**src/rtl/alu_pkg.sv**
```systemverilog
// Purpose: widths, ALU op-select encodings and loader state type shared across the 12-bit ALU datapath.
// Latency: n/a (declarations only).
// Backpressure: n/a.
package alu_pkg;

  // Datapath widths: operands are built from IN_W-bit beats; the op select
  // rides in the low SEL_W bits of a single beat.
  localparam int OP_W  = 12;
  localparam int IN_W  = 4;
  localparam int SEL_W = 4;

  // Operation select encodings decoded by the ALU result mux.
  typedef enum logic [SEL_W-1:0] {
    OP_ADD    = 4'd0,
    OP_SUB    = 4'd1,
    OP_AND    = 4'd2,
    OP_OR     = 4'd3,
    OP_XOR    = 4'd4,
    OP_LSHIFT = 4'd5,
    OP_RSHIFT = 4'd6
  } alu_op_e;

  // Operand loader frame sequencing.
  typedef enum logic [1:0] {
    S_LOAD_A   = 2'd0,
    S_LOAD_B   = 2'd1,
    S_LOAD_SEL = 2'd2,
    S_PRESENT  = 2'd3
  } loader_state_e;

  // Beat counter width for an N-beat operand; at least one bit so a
  // single-beat operand still has a legal (always-zero) counter.
  function automatic int cnt_width(input int n_beats);
    return (n_beats > 1) ? $clog2(n_beats) : 1;
  endfunction

endpackage

```
**src/rtl/nibble_shift_reg.sv**
```systemverilog
// Purpose: operand register filled MSB-beat first by shifting IN_W-bit beats in at the bottom.
// Latency: 1 cycle from load enable to updated q_o.
// Backpressure: none; shifts only when ld_en_i is high, otherwise holds.
module nibble_shift_reg #(
  parameter int W    = 12,
  parameter int IN_W = 4
) (
  input  logic            clk,
  input  logic            rst_n,
  input  logic            clr_i,
  input  logic            ld_en_i,
  input  logic [IN_W-1:0] din_i,
  output logic [W-1:0]    q_o
);

  logic [W-1:0] q_q;
  logic [W-1:0] q_shift;
  logic [W-1:0] q_d;

  // Shift-in value: older beats move toward the MSB end. A register only one
  // beat wide simply takes the beat.
  generate
    if (W > IN_W) begin : g_shift
      assign q_shift = {q_q[W-IN_W-1:0], din_i};
    end else begin : g_single
      assign q_shift = din_i;
    end
  endgenerate

  // Next-state: abort clears, a load shifts, otherwise hold the last contents.
  always_comb begin
    q_d = q_q;
    if (clr_i) begin
      q_d = '0;
    end else if (ld_en_i) begin
      q_d = q_shift;
    end
  end

  // Operand storage with asynchronous clear.
  always_ff @(posedge clk or negedge rst_n) begin
    if (!rst_n) begin
      q_q <= '0;
    end else begin
      q_q <= q_d;
    end
  end

  assign q_o = q_q;

endmodule

```
**src/rtl/alu_operand_loader.sv**
```systemverilog
// Purpose: assembles A, B (N beats each, MSB first) and op select from a nibble stream into a registered ALU frame.
// Latency: out_valid rises the cycle after the sel beat is accepted; in_ready returns the cycle after the handshake.
// Backpressure: in_ready is low while a frame is presented; the frame holds until out_ready is sampled high.
module alu_operand_loader #(
  parameter int OP_W  = alu_pkg::OP_W,
  parameter int IN_W  = alu_pkg::IN_W,
  parameter int SEL_W = alu_pkg::SEL_W
) (
  input  logic             clk,
  input  logic             rst_n,
  input  logic             clr,
  input  logic [IN_W-1:0]  in_data,
  input  logic             in_valid,
  output logic             in_ready,
  output logic [OP_W-1:0]  op_a,
  output logic [OP_W-1:0]  op_b,
  output logic [SEL_W-1:0] op_sel,
  output logic             out_valid,
  input  logic             out_ready
);

  import alu_pkg::*;

  // OP_W must be a multiple of IN_W and SEL_W must not exceed IN_W.
  localparam int N_BEATS = OP_W / IN_W;
  localparam int CNT_W   = cnt_width(N_BEATS);
  localparam logic [CNT_W-1:0] CNT_LAST = CNT_W'(N_BEATS - 1);

  loader_state_e    state_q, state_d;
  logic [CNT_W-1:0] cnt_q, cnt_d;
  logic [SEL_W-1:0] sel_q, sel_d;

  logic beat_acc;
  logic ld_a;
  logic ld_b;
  logic last_beat;

  // A beat lands only in a load state, so in_ready alone gates acceptance.
  assign beat_acc  = in_valid && in_ready;
  assign last_beat = (cnt_q == CNT_LAST);
  assign ld_a      = beat_acc && (state_q == S_LOAD_A);
  assign ld_b      = beat_acc && (state_q == S_LOAD_B);

  // Frame sequencing: next state, beat counter and the state-decoded handshake outputs.
  always_comb begin
    state_d   = state_q;
    cnt_d     = cnt_q;
    in_ready  = (state_q != S_PRESENT);
    out_valid = (state_q == S_PRESENT);
    if (clr) begin
      // Abort wins over any beat or handshake in the same cycle.
      state_d = S_LOAD_A;
      cnt_d   = '0;
    end else begin
      case (state_q)
        S_LOAD_A: begin
          if (beat_acc) begin
            if (last_beat) begin
              state_d = S_LOAD_B;
              cnt_d   = '0;
            end else begin
              cnt_d = cnt_q + 1'b1;
            end
          end
        end
        S_LOAD_B: begin
          if (beat_acc) begin
            if (last_beat) begin
              state_d = S_LOAD_SEL;
              cnt_d   = '0;
            end else begin
              cnt_d = cnt_q + 1'b1;
            end
          end
        end
        S_LOAD_SEL: begin
          if (beat_acc) begin
            state_d = S_PRESENT;
            cnt_d   = '0;
          end
        end
        S_PRESENT: begin
          // No pass-through: loading restarts the cycle after the consumer takes the frame.
          if (out_ready) begin
            state_d = S_LOAD_A;
            cnt_d   = '0;
          end
        end
        default: begin
          state_d = S_LOAD_A;
          cnt_d   = '0;
        end
      endcase
    end
  end

  // State and beat counter registers.
  always_ff @(posedge clk or negedge rst_n) begin
    if (!rst_n) begin
      state_q <= S_LOAD_A;
      cnt_q   <= '0;
    end else begin
      state_q <= state_d;
      cnt_q   <= cnt_d;
    end
  end

  // Op select next value: low bits of the sel beat; upper bits of that beat are dropped.
  always_comb begin
    sel_d = sel_q;
    if (clr) begin
      sel_d = '0;
    end else if (beat_acc && (state_q == S_LOAD_SEL)) begin
      sel_d = in_data[SEL_W-1:0];
    end
  end

  // Op select register.
  always_ff @(posedge clk or negedge rst_n) begin
    if (!rst_n) begin
      sel_q <= '0;
    end else begin
      sel_q <= sel_d;
    end
  end

  nibble_shift_reg #(
    .W    (OP_W),
    .IN_W (IN_W)
  ) u_op_a (
    .clk     (clk),
    .rst_n   (rst_n),
    .clr_i   (clr),
    .ld_en_i (ld_a),
    .din_i   (in_data),
    .q_o     (op_a)
  );

  nibble_shift_reg #(
    .W    (OP_W),
    .IN_W (IN_W)
  ) u_op_b (
    .clk     (clk),
    .rst_n   (rst_n),
    .clr_i   (clr),
    .ld_en_i (ld_b),
    .din_i   (in_data),
    .q_o     (op_b)
  );

  assign op_sel = sel_q;

endmodule

```
**config.mk**
```make
export PLATFORM = sky130hd
export DESIGN_NAME = alu_operand_loader
export DESIGN_NICKNAME = d
export VERILOG_FILES = /design/src/rtl/alu_pkg.sv /design/src/rtl/nibble_shift_reg.sv /design/src/rtl/alu_operand_loader.sv
export SDC_FILE = /design/constraint.sdc
export NUM_CORES = 1
export LEC_CHECK = 0
export BUFFER_PORTS_ARGS = -buffer_cell sky130_fd_sc_hd__clkbuf_2
export CAP_MARGIN = 20
export CORE_AREA = 2 2 62 76
export CTS_CLUSTER_SIZE = 24
export DETAILED_ROUTE_END_ITERATION = 10
export DIE_AREA = 0 0 64 78
export SYNTH_ARGS = -nofsm -noshare
export SYNTH_HDL_FRONTEND = slang
export SYNTH_HIERARCHICAL = 1
export SYNTH_SLANG_ARGS = --single-unit
```
**constraint.sdc**
```tcl
create_clock -name clk -period 1.8 [get_ports clk]
set_clock_uncertainty 0.15 [all_clocks]
set_input_delay 0.27 -clock clk [delete_from_list [all_inputs] [get_ports clk]]
set_output_delay 0.27 -clock clk [all_outputs]
set_load 0.005 [all_outputs]
```
==> metrics.log <==
INFO  metric outcome = complete, no violations
INFO  metric num_io_pins = 39
INFO  metric n_diodes = 0
INFO  metric nets = 200
INFO  metric cts-buffers-inserted = 5
INFO  metric synth_sequential_area_ratio = 55.0%
INFO  metric total_power = 2.25 mW
INFO  metric synth_largest_area_cell = sky130_fd_sc_hd__dfrtp_1
INFO  metric report.final.setup_viol = 0
INFO  metric cts.sink_count = 32
INFO  metric synth_most_common_cell = sky130_fd_sc_hd__dfrtp_1
INFO  metric required = 1.84 ns
INFO  metric static-leakage-power = 0.971 nW
INFO  metric synth_top_cell_area_share = 55.0%
INFO  metric setup.worst_path.end = state_q[1]
INFO  metric max_slew_margin = 73.3%
INFO  metric startpoint_type_of_the_worst_setup_path = flip-flop
INFO  metric clk_root_buffer_cell = sky130_fd_sc_hd__clkbuf_8
INFO  metric port-buffer-count = 38
INFO  metric worst_setup_hold_path_clk_slew = 0.06 ns
INFO  metric layout_worst_path_cycle_share = 99.5%
INFO  metric final-hold-violation-count = 0
INFO  metric worstPathArrival = 1.84 ns
INFO  metric cp-startpoint = state_q[0]
INFO  metric clkLatencyLatePin = 0.28 ns
INFO  metric hold_ws = 0.120 ns
INFO  metric die_h = 78 µm
INFO  metric synth.lib_cells_used.distinct = 22
INFO  metric initial_core_util = 34.7%
INFO  metric yosys_register_bits = 32
INFO  metric kind_of_capture_point_of_the_worst_setup_path = flip-flop
INFO  metric pwr_density_cell = 1140 mW/mm²
INFO  metric remaining_drc_errors = 0
INFO  metric startpoint_of_the_worst_slack_reg_to_reg_timing_path = state_q[0]
INFO  metric vias = 1164
INFO  metric drive_gt1_share = 40.4%
INFO  metric synth.net_count = 144
INFO  metric worst-r2r-cell-count = 6
INFO  metric cp_max_fo = 3
INFO  metric site_row_count = 26
INFO  metric netlist_instances = 131
INFO  metric min_period = 1.79 ns
INFO  metric pin_count_of_the_biggest_net_entering_global_routing = 33
INFO  metric wire_length_of_the_first_global_routing_pass = 5.17 mm
INFO  metric dp.final_hpwl = 2.31 mm
INFO  metric drt_pre_antenna_iters = 4
INFO  metric fp.dieW = 64 µm
INFO  metric grt.total_usage = 13.4%
INFO  metric post_drt_via_cell_ratio = 4.77
INFO  metric synthTopCellsByCount = sky130_fd_sc_hd__dfrtp_1, sky130_fd_sc_hd__nor2_1, sky130_fd_sc_hd__mux2i_1
INFO  metric synthesized_area_per_cell = 11.1 µm²
INFO  metric route.final.wire_length = 3.36 mm
INFO  metric async_flop_share = 100%
INFO  metric dpl-instance-area = 0.00175 mm²
INFO  metric via_count_of_the_first_global_routing_pass = 1141
INFO  metric max_freq = 558 MHz
INFO  metric first_iter_violations = 60
INFO  metric worst_pin_slew = 0.401 ns
INFO  metric clock_tree.buffer_depth = 2
INFO  metric grt_setup_unrepaired = yes
INFO  metric number_of_enable_flip_flop_cells_after_synthesis = 0
INFO  metric yosysWarningCount = 6
INFO  metric cts_tree = done
INFO  metric routed_wirelength_normalized_by_instance_count = 13.8 µm
INFO  metric final_design_area_no_fill = 0.00198 mm²
INFO  metric gp_congestion = 0.790
INFO  metric netlist_top_cells_area = sky130_fd_sc_hd__dfrtp_1, sky130_fd_sc_hd__mux2i_1, sky130_fd_sc_hd__nor2_1
INFO  metric final_antenna_net_count = 0
INFO  metric core-area = 0.00420 mm²
INFO  metric floorplan.die_area = 0.00499 mm²
INFO  metric globalRoute.totalOverflow = 0
INFO  metric antenna_violations_before_repair = 0
INFO  metric synth_area = 0.00146 mm²
INFO  metric drv_slew = 0
INFO  metric fin_cells = 244
INFO  metric crit-reg2reg-capture = state_q[1]
INFO  metric timing.hold.worst.class = in -> reg
INFO  metric dpl.cell_count = 228
INFO  metric setup.reg_to_reg.worst_slack = 0.009 ns
INFO  metric ir_drop = 0.576 mV
INFO  metric maxCapViolCount = 0
INFO  metric synth_flop_cell = sky130_fd_sc_hd__dfrtp_1
INFO  metric path_class = reg -> reg
INFO  metric areaGrowthSynthToFinish = 36.1%
INFO  metric h-tree-depth = 2
registers in the layout, summed over array words and instances, names as in the netlist:
name,cells
u_op_a/q_o,12
u_op_b/q_o,12
op_sel,4
cnt_q,2
state_q,2
worst max-delay path, stage by stage (launching register included):
cell                      delay, ns
sky130_fd_sc_hd__dfrtp_1       0.40
sky130_fd_sc_hd__ha_2          0.21
sky130_fd_sc_hd__buf_6         0.09
sky130_fd_sc_hd__or2b_1        0.27
sky130_fd_sc_hd__a22oi_2       0.23
sky130_fd_sc_hd__buf_4         0.15
sky130_fd_sc_hd__mux2i_2       0.21
worst min path at each step:
stage                from        endpoint  slack [ns]  cells past startpoint
3_5_place_dp        rst_n   u_op_a/q_o[2]        0.18                      2
4_1_cts        in_data[0]       op_sel[0]        0.12                      3
5_1_grt        in_data[2]       op_sel[2]        0.14                      3
2_1_floorplan       rst_n        cnt_q[0]       -0.18                      0
6_report       in_data[0]       op_sel[0]        0.12                      3
3_3_place_gp        rst_n  u_op_a/q_o[10]        0.16                      2
layout make-up:
cell class              count  area, µm²
repair buffers             55        340
fillers                   391       2210
flip-flops and latches     32        801
multi-input cells          88        658
clock buffers               8       90.1
inverters                   5       22.5
well taps                  56       70.1
logic make-up (layout without fill, tap and decap cells):
group | Yosys count | count (layout) | share of synthesized area (%)
compound gates | 10 | 10 | 4.21
mux | 26 | 26 | 18.0
flops | 32 | 32 | 55.0
fa+ha+maj | 4 | 4 | 3.44
buf+inv | 11 | 68 | 4.38
simple gates | 48 | 48 | 15.0
where the power goes:
| group | switching (mW) | internal [mW] |
|---|---|---|
| Sequential | 0.0664 | 0.798 |
| Combinational | 0.387 | 0.446 |
| Clock | 0.243 | 0.311 |
through the flow:
stage               TNS [ns]  utilization (%)  setup WS, ns
CTS                        0             44.7       0.00844
detailed placement         0             41.7      0.000190
global route          -0.147             47.2       -0.0570
global placement           0             41.7        0.0589
floorplan             -0.753                -       -0.0377
finish                     0             47.2       0.00892
cells in the final DEF (no fill, tap or decap):
cell type and instances:
sky130_fd_sc_hd__dfrtp_1 32, sky130_fd_sc_hd__dlygate4sd3_1 1, sky130_fd_sc_hd__o211ai_1 1, sky130_fd_sc_hd__and2b_2 1
sky130_fd_sc_hd__a21oi_2 2, sky130_fd_sc_hd__and2_4 2, sky130_fd_sc_hd__mux2_4 1, sky130_fd_sc_hd__nand2b_1 2
sky130_fd_sc_hd__nor3_2 1, sky130_fd_sc_hd__nand2_1 8, sky130_fd_sc_hd__clkinvlp_4 1, sky130_fd_sc_hd__inv_2 1
sky130_fd_sc_hd__clkbuf_1 2, sky130_fd_sc_hd__ha_2 1, sky130_fd_sc_hd__nand3_1 4, sky130_fd_sc_hd__nor2_1 27
sky130_fd_sc_hd__or2_1 1, sky130_fd_sc_hd__mux2i_1 24, sky130_fd_sc_hd__buf_4 13, sky130_fd_sc_hd__inv_1 3
sky130_fd_sc_hd__clkbuf_2 38, sky130_fd_sc_hd__a22oi_2 1, sky130_fd_sc_hd__buf_6 2, sky130_fd_sc_hd__or2b_1 1
sky130_fd_sc_hd__clkbuf_8 6, sky130_fd_sc_hd__buf_12 1, sky130_fd_sc_hd__ha_4 3, sky130_fd_sc_hd__a21oi_1 5
sky130_fd_sc_hd__nor3_4 1, sky130_fd_sc_hd__o22ai_1 1, sky130_fd_sc_hd__mux2i_2 1
layer usage:
layer | vias to the layer above | GRT usage [%] | wire length (µm)
met5 | - | 0 | 0
met2 | 31 | 22.0 | 1750
met4 | 0 | 6.09 | 53
met3 | 5 | 5.07 | 200
li1 | 545 | - | -
met1 | 583 | 15.4 | 1350
what timing repair did:
| action | 4_1_cts | 5_1_grt |
|---|---|---|
| pin swaps | 1 | 7 |
| endpoints found under the hold margin | 32 | 0 |
| setup buffers | 3 | 4 |
| setup endpoints to repair | 2 | 27 |
| hold buffers | 1 | 0 |
| cloned | 0 | 0 |
| gates resized for setup | 0 | 19 |
(Power assumes the default switching activity.)
